**config.mk**
```make
export PLATFORM = sky130hd
export DESIGN_NAME = imem_loader
export DESIGN_NICKNAME = d
export VERILOG_FILES = /design/src/rtl/imem_loader.sv
export SDC_FILE = /design/constraint.sdc
export NUM_CORES = 1
export LEC_CHECK = 0
export ABC_AREA = 1
export CAP_MARGIN = 5
export CORE_ASPECT_RATIO = 0.5
export CORE_MARGIN = 5
export CORE_UTILIZATION = 50
export CTS_CLUSTER_SIZE = 40
export DETAILED_ROUTE_END_ITERATION = 7
export GPL_TIMING_DRIVEN = 0
export PLACE_DENSITY = 0.75
export SYNTH_ARGS = -nofsm -noshare
export SYNTH_HDL_FRONTEND = slang
export SYNTH_SLANG_ARGS = --single-unit
```
**constraint.sdc**
```tcl
create_clock -name CLK -period 3.6 [get_ports CLK]
set_clock_uncertainty 0.15 [all_clocks]
set_input_delay 0.72 -clock CLK [delete_from_list [all_inputs] [get_ports CLK]]
set_output_delay 0.72 -clock CLK [all_outputs]
set_load 0.03 [all_outputs]
```
**src/rtl/imem_loader.sv**
```systemverilog
// imem_loader: byte-serial program loader for the instruction memory.
// Receives a 16-bit big-endian word-count header followed by big-endian
// instruction bytes on a valid/ready stream. It packs the bytes into words and
// writes them at ADDR_BASE + 4*index. The CPU is held in reset until a load
// completes successfully.
// Optional feature: define LOADER_CHECKSUM_EN to require a trailing XOR
// checksum byte (covering the header and data bytes) before DONE.
module imem_loader #(
  parameter int unsigned   n         = 32,
  parameter logic [n-1:0]  ADDR_BASE = '0,
  parameter int unsigned   MAX_WORDS = 256
) (
  input  logic          CLK,
  input  logic          rst,
  input  logic          start,
  input  logic          byte_valid,
  input  logic [7:0]    byte_data,
  output logic          byte_ready,
  output logic          imem_we,
  output logic [n-1:0]  imem_addr,
  output logic [n-1:0]  imem_wdata,
  output logic          cpu_hold,
  output logic          busy,
  output logic          done,
  output logic          err,
  output logic [15:0]   words_loaded
);

  localparam int unsigned LEN_W   = 16;
  localparam int unsigned WORD_W  = 32;
  localparam logic [LEN_W-1:0] MAX_LEN = LEN_W'(MAX_WORDS);

  localparam logic [2:0] S_IDLE  = 3'd0;
  localparam logic [2:0] S_HDR   = 3'd1;
  localparam logic [2:0] S_DATA  = 3'd2;
  localparam logic [2:0] S_WRITE = 3'd3;
  localparam logic [2:0] S_DONE  = 3'd4;
  localparam logic [2:0] S_ERROR = 3'd5;
`ifdef LOADER_CHECKSUM_EN
  localparam logic [2:0] S_CHK   = 3'd6;
  // State entered once the last word is written (or for an empty load)
  localparam logic [2:0] S_TAIL  = S_CHK;
`else
  localparam logic [2:0] S_TAIL  = S_DONE;
`endif

  logic [2:0]        state_q, state_d;
  logic [1:0]        byte_cnt_q, byte_cnt_d;
  logic [LEN_W-1:0]  index_q, index_d;
  logic [LEN_W-1:0]  len_q, len_d;
  logic [WORD_W-1:0] shift_q, shift_d;
  logic [LEN_W-1:0]  words_d;
  logic [n-1:0]      addr_d;
  logic [n-1:0]      wdata_d;
  logic              we_d;
  logic              ready_d;
  logic              busy_d;
  logic              done_d;
  logic              err_d;
  logic              hold_d;
`ifdef LOADER_CHECKSUM_EN
  logic [7:0]        chk_q, chk_d;
`endif

  logic              xfer_c;
  logic [LEN_W-1:0]  hdr_len_c;

  // A byte moves on any edge where the stream is valid and we are ready
  assign xfer_c    = byte_valid & byte_ready;
  assign hdr_len_c = {len_q[15:8], byte_data};

  // Next-state and next-output logic; outputs are registered from state_d
  always_comb begin
    state_d    = state_q;
    byte_cnt_d = byte_cnt_q;
    index_d    = index_q;
    len_d      = len_q;
    shift_d    = shift_q;
    words_d    = words_loaded;
    addr_d     = imem_addr;
    wdata_d    = imem_wdata;
`ifdef LOADER_CHECKSUM_EN
    chk_d      = chk_q;
`endif

    case (state_q)
      S_IDLE, S_DONE, S_ERROR: begin
        if (start) begin
          state_d    = S_HDR;
          byte_cnt_d = 2'd0;
          index_d    = '0;
          words_d    = '0;
`ifdef LOADER_CHECKSUM_EN
          chk_d      = 8'h00;
`endif
        end
      end

      S_HDR: begin
        if (xfer_c) begin
`ifdef LOADER_CHECKSUM_EN
          chk_d = chk_q ^ byte_data;
`endif
          if (byte_cnt_q == 2'd0) begin
            len_d      = {byte_data, 8'h00};
            byte_cnt_d = 2'd1;
          end else begin
            len_d      = hdr_len_c;
            byte_cnt_d = 2'd0;
            if (hdr_len_c == '0) begin
              state_d = S_TAIL;
            end else if (hdr_len_c > MAX_LEN) begin
              state_d = S_ERROR;
            end else begin
              state_d = S_DATA;
            end
          end
        end
      end

      S_DATA: begin
        if (xfer_c) begin
`ifdef LOADER_CHECKSUM_EN
          chk_d = chk_q ^ byte_data;
`endif
          shift_d = {shift_q[23:0], byte_data};
          if (byte_cnt_q == 2'd3) begin
            byte_cnt_d = 2'd0;
            state_d    = S_WRITE;
            addr_d     = ADDR_BASE + (n'(index_q) << 2);
            wdata_d    = n'(shift_d);
          end else begin
            byte_cnt_d = byte_cnt_q + 2'd1;
          end
        end
      end

      S_WRITE: begin
        index_d = index_q + 16'd1;
        words_d = words_loaded + 16'd1;
        if (index_d == len_q) begin
          state_d = S_TAIL;
        end else begin
          state_d = S_DATA;
        end
      end

`ifdef LOADER_CHECKSUM_EN
      S_CHK: begin
        if (xfer_c) begin
          state_d = (byte_data == chk_q) ? S_DONE : S_ERROR;
        end
      end
`endif

      default: begin
        state_d = S_IDLE;
      end
    endcase

    we_d    = (state_d == S_WRITE);
    ready_d = (state_d == S_HDR) || (state_d == S_DATA);
    busy_d  = (state_d == S_HDR) || (state_d == S_DATA) || (state_d == S_WRITE);
`ifdef LOADER_CHECKSUM_EN
    ready_d = ready_d || (state_d == S_CHK);
    busy_d  = busy_d  || (state_d == S_CHK);
`endif
    done_d  = (state_d == S_DONE);
    err_d   = (state_d == S_ERROR);
    hold_d  = (state_d != S_DONE);
  end

  // State, datapath and registered outputs
  always_ff @(posedge CLK or negedge rst) begin
    if (!rst) begin
      state_q      <= S_IDLE;
      byte_cnt_q   <= 2'd0;
      index_q      <= '0;
      len_q        <= '0;
      shift_q      <= '0;
      words_loaded <= '0;
      imem_we      <= 1'b0;
      imem_addr    <= ADDR_BASE;
      imem_wdata   <= '0;
      byte_ready   <= 1'b0;
      busy         <= 1'b0;
      done         <= 1'b0;
      err          <= 1'b0;
      cpu_hold     <= 1'b1;
`ifdef LOADER_CHECKSUM_EN
      chk_q        <= 8'h00;
`endif
    end else begin
      state_q      <= state_d;
      byte_cnt_q   <= byte_cnt_d;
      index_q      <= index_d;
      len_q        <= len_d;
      shift_q      <= shift_d;
      words_loaded <= words_d;
      imem_we      <= we_d;
      imem_addr    <= addr_d;
      imem_wdata   <= wdata_d;
      byte_ready   <= ready_d;
      busy         <= busy_d;
      done         <= done_d;
      err          <= err_d;
      cpu_hold     <= hold_d;
`ifdef LOADER_CHECKSUM_EN
      chk_q        <= chk_d;
`endif
    end
  end

endmodule
```
## Yosys cells after proc, flatten, opt, wreduce, memory -nomap -nowiden

Cells that the tools add are included.

- Bits in registers: 131
- Bits of input ports: 12
- Output and inout bits: 86
- Word-level logic and storage cells: 69

- Add/sub/neg operators: 3
- $lt $le $gt $ge: 1
- Eq/ne operators: 16
- Multiplexer cells: 19
- Bitwise logic cells: 1
- Reduce and logical (&&, ||, !) cells: 14

Operator list:

| operator | count |
|---|---|
| $pmux W16 S2 | 2 |
| $add A16 B1 Y16 const B | 2 |
| $mux W3 | 8 |
| $eq A16 B16 Y1 | 1 |
| $gt A16 B9 Y1 const B | 1 |
| $logic_not A16 Y1 | 1 |
| $mux W16 | 1 |
| $eq A3 B2 Y1 const B | 4 |
| $eq A3 B3 Y1 const B | 4 |
| $pmux W3 S4 | 1 |
| $mux W2 | 4 |
| $mux W8 | 1 |
| $eq A3 B1 Y1 const B | 2 |
| $ne A2 B2 Y1 const B | 3 |
| $pmux W2 S3 | 1 |
| $reduce_and A2 Y1 | 3 |
| $reduce_and A3 Y1 | 2 |
| $reduce_and A4 Y1 | 1 |
| $logic_not A3 Y1 | 1 |
| $ne A3 B3 Y1 const B | 1 |
| $reduce_bool A3 Y1 | 1 |
| $reduce_or A3 Y1 | 1 |
| $add A2 B1 Y2 const B | 1 |
| $eq A2 B2 Y1 const B | 1 |
| 5 further kinds | 6 |

## Depth between registers and ports, before layout

Gate-level depths: netlist (run 1).

- Depth after elaboration: 9
- Mapped depth: 16
- Gate-level depth less buffers: 16

## Least setup slack after synthesis (run 1)

OpenSTA, ideal clock, no wires.

- Path type: register -> register
- From: register words_loaded[0]
- To: register words_loaded[14]
- Library setup time: 77 ps
- Arrival: 1860 ps
- Required time: 3373 ps
- Slack: 1512 ps
- Stages on the path, launching flop included: 12
- Buffers on the path: 0
- Period minus slack after synthesis: 2088 ps
- Cell sequence: dfrtp_1 ha_1 nand3_1 nor2_1 nand2_1 nor2_1 nand2_1 nor3_1 nand3_1 nor2_1 a21oi_1 a21oi_1

- Cells in the longest elaborated chain, start to end: 2

RTL lines:

| element | line | RTL |
|---|---|---|
| start: declaration | 26 | `output logic [15:0] words_loaded` |
| start signal: assignment | 199 | `words_loaded <= words_d;` |
| $add A16 B1 Y16 | 140 | `words_d = words_loaded + 16'd1;` |
| $pmux W16 S2 | 86 | `case (state_q)` |

Every way passes these cells.
A chain may end at the register's enable or synchronous reset.

## Worst setup path in the final report (run 1)

- From: register cpu_hold
- To: output port cpu_hold

RTL lines:

| element | line | RTL |
|---|---|---|
| start: declaration | 22 | `output logic cpu_hold,` |
| start signal: assignment | 207 | `cpu_hold <= hold_d;` |

No word-level cell between the ends.

==> results of run 1 <==
[cells by family after synthesis]
group                      Yosys count
and+or+nand+nor                    341
buffers and inverters              133
AOI/OAI and AO/OA                  131
DFF                                131
xor gates and xnor gates             5
adders and majority gates            4
other                                1
[final cells by class]
cell class / instances / area [sq um] / area share [%]
multi-input cells: 497 / 2380 / 30.4
flip-flops and latches: 131 / 3280 / 41.8
plain buffers: 34 / 190 / 2.42
clock inverters: 12 / 135 / 1.72
well taps: 165 / 206 / 2.63
inverters: 99 / 373 / 4.75
clock buffers: 18 / 439 / 5.60
repair buffers: 82 / 840 / 10.7
[routing by layer]
layer | vias up | GRT usage [%]
met5 | - | 0
met4 | 0 | 7.50
met3 | 34 | 5.22
met2 | 184 | 37.6
met1 | 2621 | 30.1
li1 | 2613 | -
[cell usage in the layout, fill, tap and decap left out, types with 6 or more instances in the layout]
| master | n |
|---|---|
| nand2_2 | 9 |
| o22ai_1 | 18 |
| nand2_1 | 211 |
| inv_1 | 94 |
| nor2_4 | 8 |
| o21ai_0 | 93 |
| clkbuf_16 | 17 |
| a21oi_1 | 6 |
| clkdlybuf4s50_1 | 80 |
| conb_1 | 16 |
| nand3_1 | 50 |
| nor2_1 | 36 |
| nand4_1 | 15 |
| dfrtp_1 | 130 |
| buf_4 | 16 |
| clkbuf_1 | 16 |
[per-stage QoR]
step	hold slack (ps)	util, %	std cells	area [sq um]	worst slack (ps)
2_1_floorplan	274	-	761	6230	1510
3_5_place_dp	310	60.9	1008	7270	758
5_1_grt	116	65.7	1038	7850	931
6_report	83.7	65.7	1038	7850	1150
4_1_cts	108	65.7	1038	7850	1140
3_3_place_gp	311	60.6	1007	7240	-3410
[power groups by stage]
| stage | combinational [mW] | sequential [mW] | clock (mW) |
|---|---|---|---|
| 6_report | 1.22 | 1.93 | 1.68 |
| 2_1_floorplan | 0.768 | 1.96 | 0 |
| 5_1_grt | 1.38 | 1.96 | 1.77 |
| 3_3_place_gp | 1.16 | 1.94 | 0 |
| 3_5_place_dp | 1.19 | 1.95 | 0 |
| 4_1_cts | 1.21 | 1.93 | 1.70 |
[state kept, by name, indices dropped and copies added (netlist names), 2 cells and up]
name	count
byte_cnt_q	2
imem_addr	16
state_q	3
words_loaded	16
index_q	16
len_q	16
imem_wdata	32
shift_q	24
[how the worst max path moves through the flow]
stage | to | cells past startpoint | slack [ps] | startpoint
final | cpu_hold | 1 | 1150 | cpu_hold
after global routing | busy | 14 | 930 | index_q[0]
after CTS | cpu_hold | 1 | 1140 | cpu_hold
after detailed placement | index_q[12] | 7 | 760 | start
after global placement | words_loaded[14] | 1 | -3410 | rst
after floorplan | words_loaded[14] | 11 | 1510 | words_loaded[0]
==> flow_metrics.py, run 1 <==
metrics = {
    "layout": {
        "layout-drive-gt1-share_pct": 9.16,
        "nFillCells": 981,
        "nets": 878,
        "syn_to_final_growth_pct": 27.2,
        "diodes": 0,
    },
    "synth": {
        "synth_edf_count": 0,
        "synth.top_cell.area_share_pct": 52.7,
        "yosysTopAreaCell": "dfrtp_1",
        "ys_seq_area_share_pct": 53.2,
        "yosys_warnings": 0,
        "syn-instance-count": 746,
        "async_flop_share_pct": 100,
        "synth_top_family_by_area": "simple AND/OR/NAND/NOR gates",
        "ys_ff_latch": 131,
        "synth_compound_gate_area_share_pct": 11.5,
        "synthAdderAreaFrac_pct": 0.811,
        "synth-xor-area-share_pct": 0.933,
        "synth_cell_types": 38,
        "yosys.area_share.simple_pct": 24.5,
        "yosysMostFrequentCell": "nand2_1",
        "yosys-top-cells-area": "dfrtp_1, nand2_1, o21ai_0, inv_1, nand3_1",
        "avgSynthCellArea_sq_um": 8.27,
        "synth_area_sq_um": 6170,
        "ys_top_cells_by_count": "nand2_1, dfrtp_1, inv_1",
        "synth_flop_cell": "dfrtp_1",
        "synthMuxAreaShare_pct": 0,
    },
    "run": {
        "cap_violations": 0,
    },
    "clock_network": {
        "path_clk_slew_ps": 60,
        "htree_levels": 4,
        "insertion_delay_ps": 420,
        "cts_setup_buffers": 0,
        "cts_resized": 0,
        "clockBufferDepth": 2,
        "cts.sinks": 131,
        "cts-hold-fix-buffers": 0,
        "cts-root-buf": "clkbuf_16",
        "tritoncts": "built",
        "cts_buffers": 17,
    },
    "status": {
        "outcome": "complete, no violations",
    },
    "grt": {
        "track_usage_pct": 22.7,
        "antenna_found_initial": 0,
        "grt_max_degree": 82,
        "first_global_vias": 5485,
        "grt_pass1_wl_um": 26900,
        "overflow": 0,
    },
    "power": {
        "seqPwrFrac_pct": 40.1,
        "power_leakage_nw": 3.70,
        "p_int_mw": 3.18,
        "p_switching_mw": 1.65,
        "cellPowerDensity_nw_per_um2": 616,
        "clkPwrFrac_pct": 34.8,
        "finalPower_mw": 4.83,
        "irDropWorstVdd_mv": 0.331,
        "combPwrFrac_pct": 25.2,
        "netSwitchingFraction_pct": 34.2,
    },
    "routing": {
        "route.met3.wl_um": 1050,
        "drc": 0,
        "met2_length_um": 7300,
        "vias": 5452,
        "drt-wirelength-per-cell_um": 15.1,
        "drt-initial-drc-count": 459,
        "antenna_left": 0,
        "wl_um": 15700,
        "drtPass1Iterations": 5,
        "highest_layer": "met4",
        "viasPerCell": 5.25,
        "wl_met1_um": 7070,
    },
    "setup_path": {
        "required_ps": 2730,
        "cp_slowest_stage_delay_ps": 660,
        "end_kind": "primary output",
        "cp_num_buf_inv": 1,
        "crit_family": "buffers and inverters",
        "slowest_stage": "clkdlybuf4s50_1",
        "worstSetupStartpointType": "register",
        "path_cells": "clkdlybuf4s50_1",
        "rrSetupSlack_ps": 1200,
        "ff2ff_path_depth": 14,
        "worst-setup-path-type": "reg2out",
        "timing.rr.end": "busy",
        "worst-path-max-fanout": 1,
        "reg2reg_from": "index_q[0]",
        "worstPathArrival_ps": 1580,
    },
    "die": {
        "initial_utilization_pct": 51.6,
        "die_h_um": 88.5,
        "die_w_um": 167,
        "io_pins": 98,
        "die-area_sq_um": 14800,
        "rows": 28,
        "core_sq_um": 11900,
    },
    "sta": {
        "max_freq_ghz": 0.408,
        "setup_viol_count_final": 0,
        "slew_viol_final": 0,
        "fin_crit_ps": 2450,
        "tightest_slew_ps": 657,
        "slew_headroom_pct": 56.2,
        "finalHoldViolCount": 0,
        "period_share_pct": 68.1,
        "setup_tns_ps": 0,
        "rsz0062_at_grt": "no",
    },
    "placement": {
        "gp_routability_congestion": 0.930,
        "port_buffers": 81,
        "hpwlAfterDp_um": 11400,
    },
    "worst_hold_path": {
        "hp-class": "in2async",
    },
}
No activity file was read; power rests on OpenSTA's default activity.
==> run 2, diff against run 1 <==
- clock period: 3.6 -> 2.4 ns (I/O delays scaled with it)
==> flow_metrics.py, run 2 (same netlist as run 1, synthesis figures left out) <==
metrics = {
    "status": {
        "outcome": "complete, no violations",
    },
    "layout": {
        "fin_cells": 1044,
        "nets": 884,
        "nFillCells": 970,
        "final_cell_mix": "nand2_1, dfrtp_1, inv_1",
        "largest_reg_flops": 32,
        "final_area_sq_um": 7940,
        "syn_to_final_growth_pct": 28.7,
        "diodes": 0,
        "layout-drive-gt1-share_pct": 10.9,
        "reg_top3": "imem_wdata: 32 flops, shift_q: 24 flops",
        "layout_commonest_cell": "nand2_1",
        "regMostFlops": "imem_wdata",
    },
    "placement": {
        "gp_routability_congestion": 0.930,
        "dp.cells": 1008,
        "hpwlAfterDp_um": 11400,
        "place_area_sq_um": 7270,
        "port_buffers": 81,
    },
    "routing": {
        "drtPass1Iterations": 6,
        "drt-wirelength-per-cell_um": 15.2,
        "vias": 5497,
        "antenna_left": 0,
        "viasPerCell": 5.27,
        "drc": 0,
        "wl_um": 15900,
        "drt-initial-drc-count": 435,
    },
    "run": {
        "cap_violations": 0,
    },
    "setup_path": {
        "rrSetupSlack_ps": 50,
        "required_ps": 2520,
        "slowest_stage": "dfrtp_1",
        "ff2ff_path_depth": 15,
        "cp_slowest_stage_delay_ps": 450,
        "crit_start": "index_q[1]",
        "crit_cells": 15,
        "end_kind": "register",
        "reg2reg_from": "index_q[1]",
        "worst-path-max-fanout": 6,
        "worstSetupStartpointType": "register",
        "path_cells": "ha_4 > nand2_2 > nor2_4 > buf_6 > nand3_1 > nand2_1 > nand3_1 > nand2_1 > nand2_2 > nor2_1 > nand3_1 > nand2_2 > nand2_2 > nand2_1 > nand3_1",
        "cp_num_buf_inv": 1,
        "crit_family": "simple AND/OR/NAND/NOR gates",
        "crit_end": "busy",
        "worst-setup-path-type": "reg2reg",
        "timing.rr.end": "busy",
        "worstPathArrival_ps": 2470,
    },
    "die": {
        "initial_utilization_pct": 51.6,
        "rows": 28,
        "die_h_um": 88.5,
        "io_pins": 98,
        "core_sq_um": 11900,
        "die_w_um": 167,
        "die-area_sq_um": 14800,
    },
    "clock_network": {
        "htree_levels": 4,
        "tritoncts": "built",
        "cts_buffers": 17,
        "insertion_delay_ps": 420,
        "clockBufferDepth": 2,
        "cts.sinks": 131,
        "path_clk_slew_ps": 60,
        "cts-root-buf": "clkbuf_16",
    },
    "power": {
        "cellPowerDensity_nw_per_um2": 920,
        "combPwrFrac_pct": 25.6,
        "p_switching_mw": 2.51,
        "clkPwrFrac_pct": 34.6,
        "finalPower_mw": 7.31,
        "power_leakage_nw": 3.74,
        "netSwitchingFraction_pct": 34.4,
        "p_int_mw": 4.80,
        "irDropWorstVdd_mv": 0.494,
        "seqPwrFrac_pct": 39.8,
    },
    "sta": {
        "period_share_pct": 97.7,
        "setup_viol_count_final": 0,
        "slew_headroom_pct": 56.9,
        "rsz0062_at_grt": "yes",
        "slew_viol_final": 0,
        "max_freq_ghz": 0.426,
        "fin_crit_ps": 2350,
        "finalHoldViolCount": 0,
        "setup_tns_ps": 0,
        "tightest_slew_ps": 647,
    },
    "grt": {
        "grt_pass1_wl_um": 26900,
        "first_global_vias": 5489,
        "grt_max_degree": 82,
        "track_usage_pct": 22.7,
        "overflow": 0,
        "antenna_found_initial": 0,
    },
    "worst_hold_path": {
        "hp-class": "reg2reg",
    },
}
## run 2: cell count changes in the layout (fill, tap and decap cells not counted), moves of 2 or more
cell     change
nand2_1      -2
nor2_1       -2
nor2_2       +2
nand2_2      +2
nand3_1      -2
nand3_2      +2
buf_4        +4
## run 2: worst register-to-register path, stage by stage (launching register included)
cell and delay [ps]:
dfrtp_1 450, ha_4 180, nand2_2 90, nor2_4 250, buf_6 130, nand3_1 60, nand2_1 110, nand3_1 70
nand2_1 100, nand2_2 90, nor2_1 90, nand3_1 100, nand2_2 120, nand2_2 60, nand2_1 80, nand3_1 70
## run 2: cell type report
type	instances	area, sq um	area share (%)
repair buffers	88	891	11.2
flip-flops and latches	131	3280	41.3
multi-input cells	497	2420	30.5
clock buffers	18	439	5.53
clock inverters	12	135	1.70
plain buffers	34	191	2.41
well taps	165	206	2.60
inverters	99	373	4.70
## run 2: worst min path at each step
| stage | end | depth (start not counted) | startpoint |
|---|---|---|---|
| 2_1_floorplan | busy | 0 | rst |
| 3_3_place_gp | imem_wdata[28] | 2 | shift_q[20] |
| 3_5_place_dp | imem_we | 1 | rst |
| 4_1_cts | imem_wdata[29] | 2 | shift_q[21] |
| 5_1_grt | imem_wdata[27] | 2 | shift_q[19] |
| 6_report | imem_wdata[29] | 2 | shift_q[21] |
## run 2: per-stage QoR
step / util (%) / hold WS (ps) / setup WS (ps)
3_3_place_gp: 60.6 / 311 / -4370
3_5_place_dp: 60.9 / 308 / -202
2_1_floorplan: - / 34.4 / 312
5_1_grt: 66.5 / 351 / -101
4_1_cts: 65.8 / 326 / 6.36
6_report: 66.5 / 322 / 54.1
## run 2: per-layer routing
metal / routed length, um / track usage, %
met4: 272 / 7.50
met3: 1100 / 5.22
met5: 0 / 0
met2: 7430 / 37.6
met1: 7060 / 30.2
## run 2: power groups by stage
| stage | clock, mW | sequential [mW] | combinational, mW |
|---|---|---|---|
| final | 2.53 | 2.90 | 1.87 |
| after global routing | 2.66 | 2.95 | 2.12 |
| after CTS | 2.55 | 2.89 | 1.82 |
| after detailed placement | 0 | 2.92 | 1.79 |
| after global placement | 0 | 2.91 | 1.73 |
| after floorplan | 0 | 2.94 | 1.15 |
## run 2: timing repair
| action | CTS | global route |
|---|---|---|
| buffers inserted | 0 | 5 |
| setup endpoints to repair | 0 | 18 |
| hold buffers | 1 | 0 |
| endpoints found under the hold margin | 50 | 0 |
| resized for setup | 0 | 14 |
==> edit (flow settings as in run 1) <==
Change the parameter `n` from 32 to 64.
--- a/src/rtl/imem_loader.sv
+++ b/src/rtl/imem_loader.sv
@@ -6,7 +6,7 @@
 // Optional feature: define LOADER_CHECKSUM_EN to require a trailing XOR
 // checksum byte (covering the header and data bytes) before DONE.
 module imem_loader #(
-  parameter int unsigned   n         = 32,
+  parameter int unsigned   n         = 64,
   parameter logic [n-1:0]  ADDR_BASE = '0,
   parameter int unsigned   MAX_WORDS = 256
 ) (
Ports: changed (resized imem_addr and imem_wdata); port bits go from 98 to 162. The function was not compared with the original's and may differ.
==> edit against run 1 <==
- cell area grew 7.4%
- sequential cell count did not move
- wire length grew 7.3%
- global-route usage down 0.96 points
- first-iteration DRC count decreased by 8.3%
- area after synthesis is 6.2% higher
- power down 1.5%
- cell count is 12% higher
- count of clock-buffer cells in the layout increased by 1
- core utilization rose by 0.51 points
- setup slack worse by 0.042 ns
- critical path type is now flip-flop to flip-flop
==> edit: results (changes against run 1) <==
[setup_path]
cp.arrival_ns=2.63  ; +1.05 ns
crit_slowest_cell=dfrtp_1
r2r_cells=14  ; unchanged
crit_path_start=index_q[0]$_DFFE_PN0P_
crit_family=simple AND/OR/NAND/NOR gates
ff2ff_setup_slack_ns=1.11  ; -0.09 ns
cp-end-kind=flip-flop
cp_max_fo=4  ; +3
max_stage_delay_ns=0.44  ; -0.22 ns

[yosys]
syn_inst=798  ; +7.0%
ys_types=34  ; -11%
ys.flop_type=dfrtp_1
netlist_top_cells_count=nand2_1 (200), dfrtp_1 (130), o21ai_0 (104)
synthTopCellsByArea=dfrtp_1 (50%), nand2_1 (11%), buf_4 (9.2%)
synth-async-reset-ratio_pct=100  ; unchanged
synth-seq-area-share_pct=50.1  ; -3.1 points

[power_and_ir_drop]
p_leak_nw=4.16  ; +12%
max-vdd-ir-drop_mv=0.343  ; +3.4%

[global_routing]
grt_pass1_wl_um=27400  ; +1.9%
grt_max_degree=96  ; +17%
grt_pass1_vias=5549  ; +1.2%
grtUsageTotal_pct=21.7  ; -0.96 points

[layout]
drive_above_1_share_pct=14.0  ; +4.9 points
layout.nets=994  ; +13%
fin_cells=1160  ; +12%
antenna_cells=0  ; unchanged
fillers=1049  ; +6.9%

[placement]
gp_congestion=0.892  ; -4.1%
dpl_cell_area_um2=7900  ; +8.6%
place_ws_ns=0.703  ; -0.0557 ns
dp.cells=1129  ; +12%
dp_hpwl_um=12400  ; +9.2%

[clock_tree]
post_cts_buffers=0  ; unchanged
numCtsBuffers=17  ; unchanged
root_buffer=clkbuf_16
htreeDepth=4  ; unchanged

[drt]
routed-via-count=5766  ; +5.8%
wl_um=16800  ; +7.3%
drt_iter0_markers=421  ; -8.3%
drtPass1Iterations=5  ; unchanged

[timing]
whs_ns=0.0396  ; -0.0440 ns
relSlewSlack_pct=61.4  ; +5.3 points
fmax_mhz=401  ; -1.7%

[outcome]
status=completed

[min_path]
min_path_type=input port to asynchronous set/reset pin

edit: cell types whose count changed after synthesis, moves of 4 or more:
| cell | change |
|---|---|
| nor2_1 | -4 |
| nor2_4 | -5 |
| nand3_1 | -4 |
| buf_4 | +64 |
| nand2_1 | -11 |
| inv_1 | +6 |
| o21ai_0 | +11 |
| nand2_2 | -4 |
edit: how the worst min path moves through the flow:
stage / start / end / cells past startpoint
after floorplan: rst / busy$_DFF_PN0_ / 0
after global placement: shift_q[15]$_DFFE_PN0P_ / shift_q[23]$_DFFE_PN0P_ / 2
after detailed placement: imem_wdata[4]$_DFFE_PN0P_ / imem_wdata[4]$_DFFE_PN0P_ / 2
after CTS: rst / imem_wdata[25]$_DFFE_PN0P_ / 1
after global routing: rst / imem_wdata[25]$_DFFE_PN0P_ / 1
final: rst / imem_wdata[25]$_DFFE_PN0P_ / 1
edit: power by group:
part,switching [mW],internal (mW),leakage (nW)
logic,0.874,0.422,2.19
registers,0.174,1.74,1.72
clock network,0.657,0.893,0.249
edit: logic make-up after synthesis:
group | Yosys count | synth area share, %
compound gates | 141 | 11.5
xor+xnor | 3 | 0.401
fa+ha+maj | 4 | 0.764
buf+inv | 203 | 16.3
flops | 131 | 50.1
mux | 1 | 0.172
other cells | 1 | 0.0572
simple gates | 314 | 20.8
edit: routing by layer:
metal	vias to the layer above	global-route usage (%)	share of wire (%)
li1	2762	-	-
met1	2726	29.7	43
met2	247	33.7	45
met3	31	6.38	11
met4	0	6.61	1.8
met5	-	0	0
edit: layout make-up:
cell class              instances  area, um^2  area share (%)
flip-flops and latches        131        3280            38.9
well taps                     170         213            2.52
plain buffers                 100         681            8.07
clock inverters                12        86.3            1.02
repair buffers                 82         840            9.96
inverters                     103         387            4.59
clock buffers                  19         443            5.25
multi-input cells             543        2500            29.7
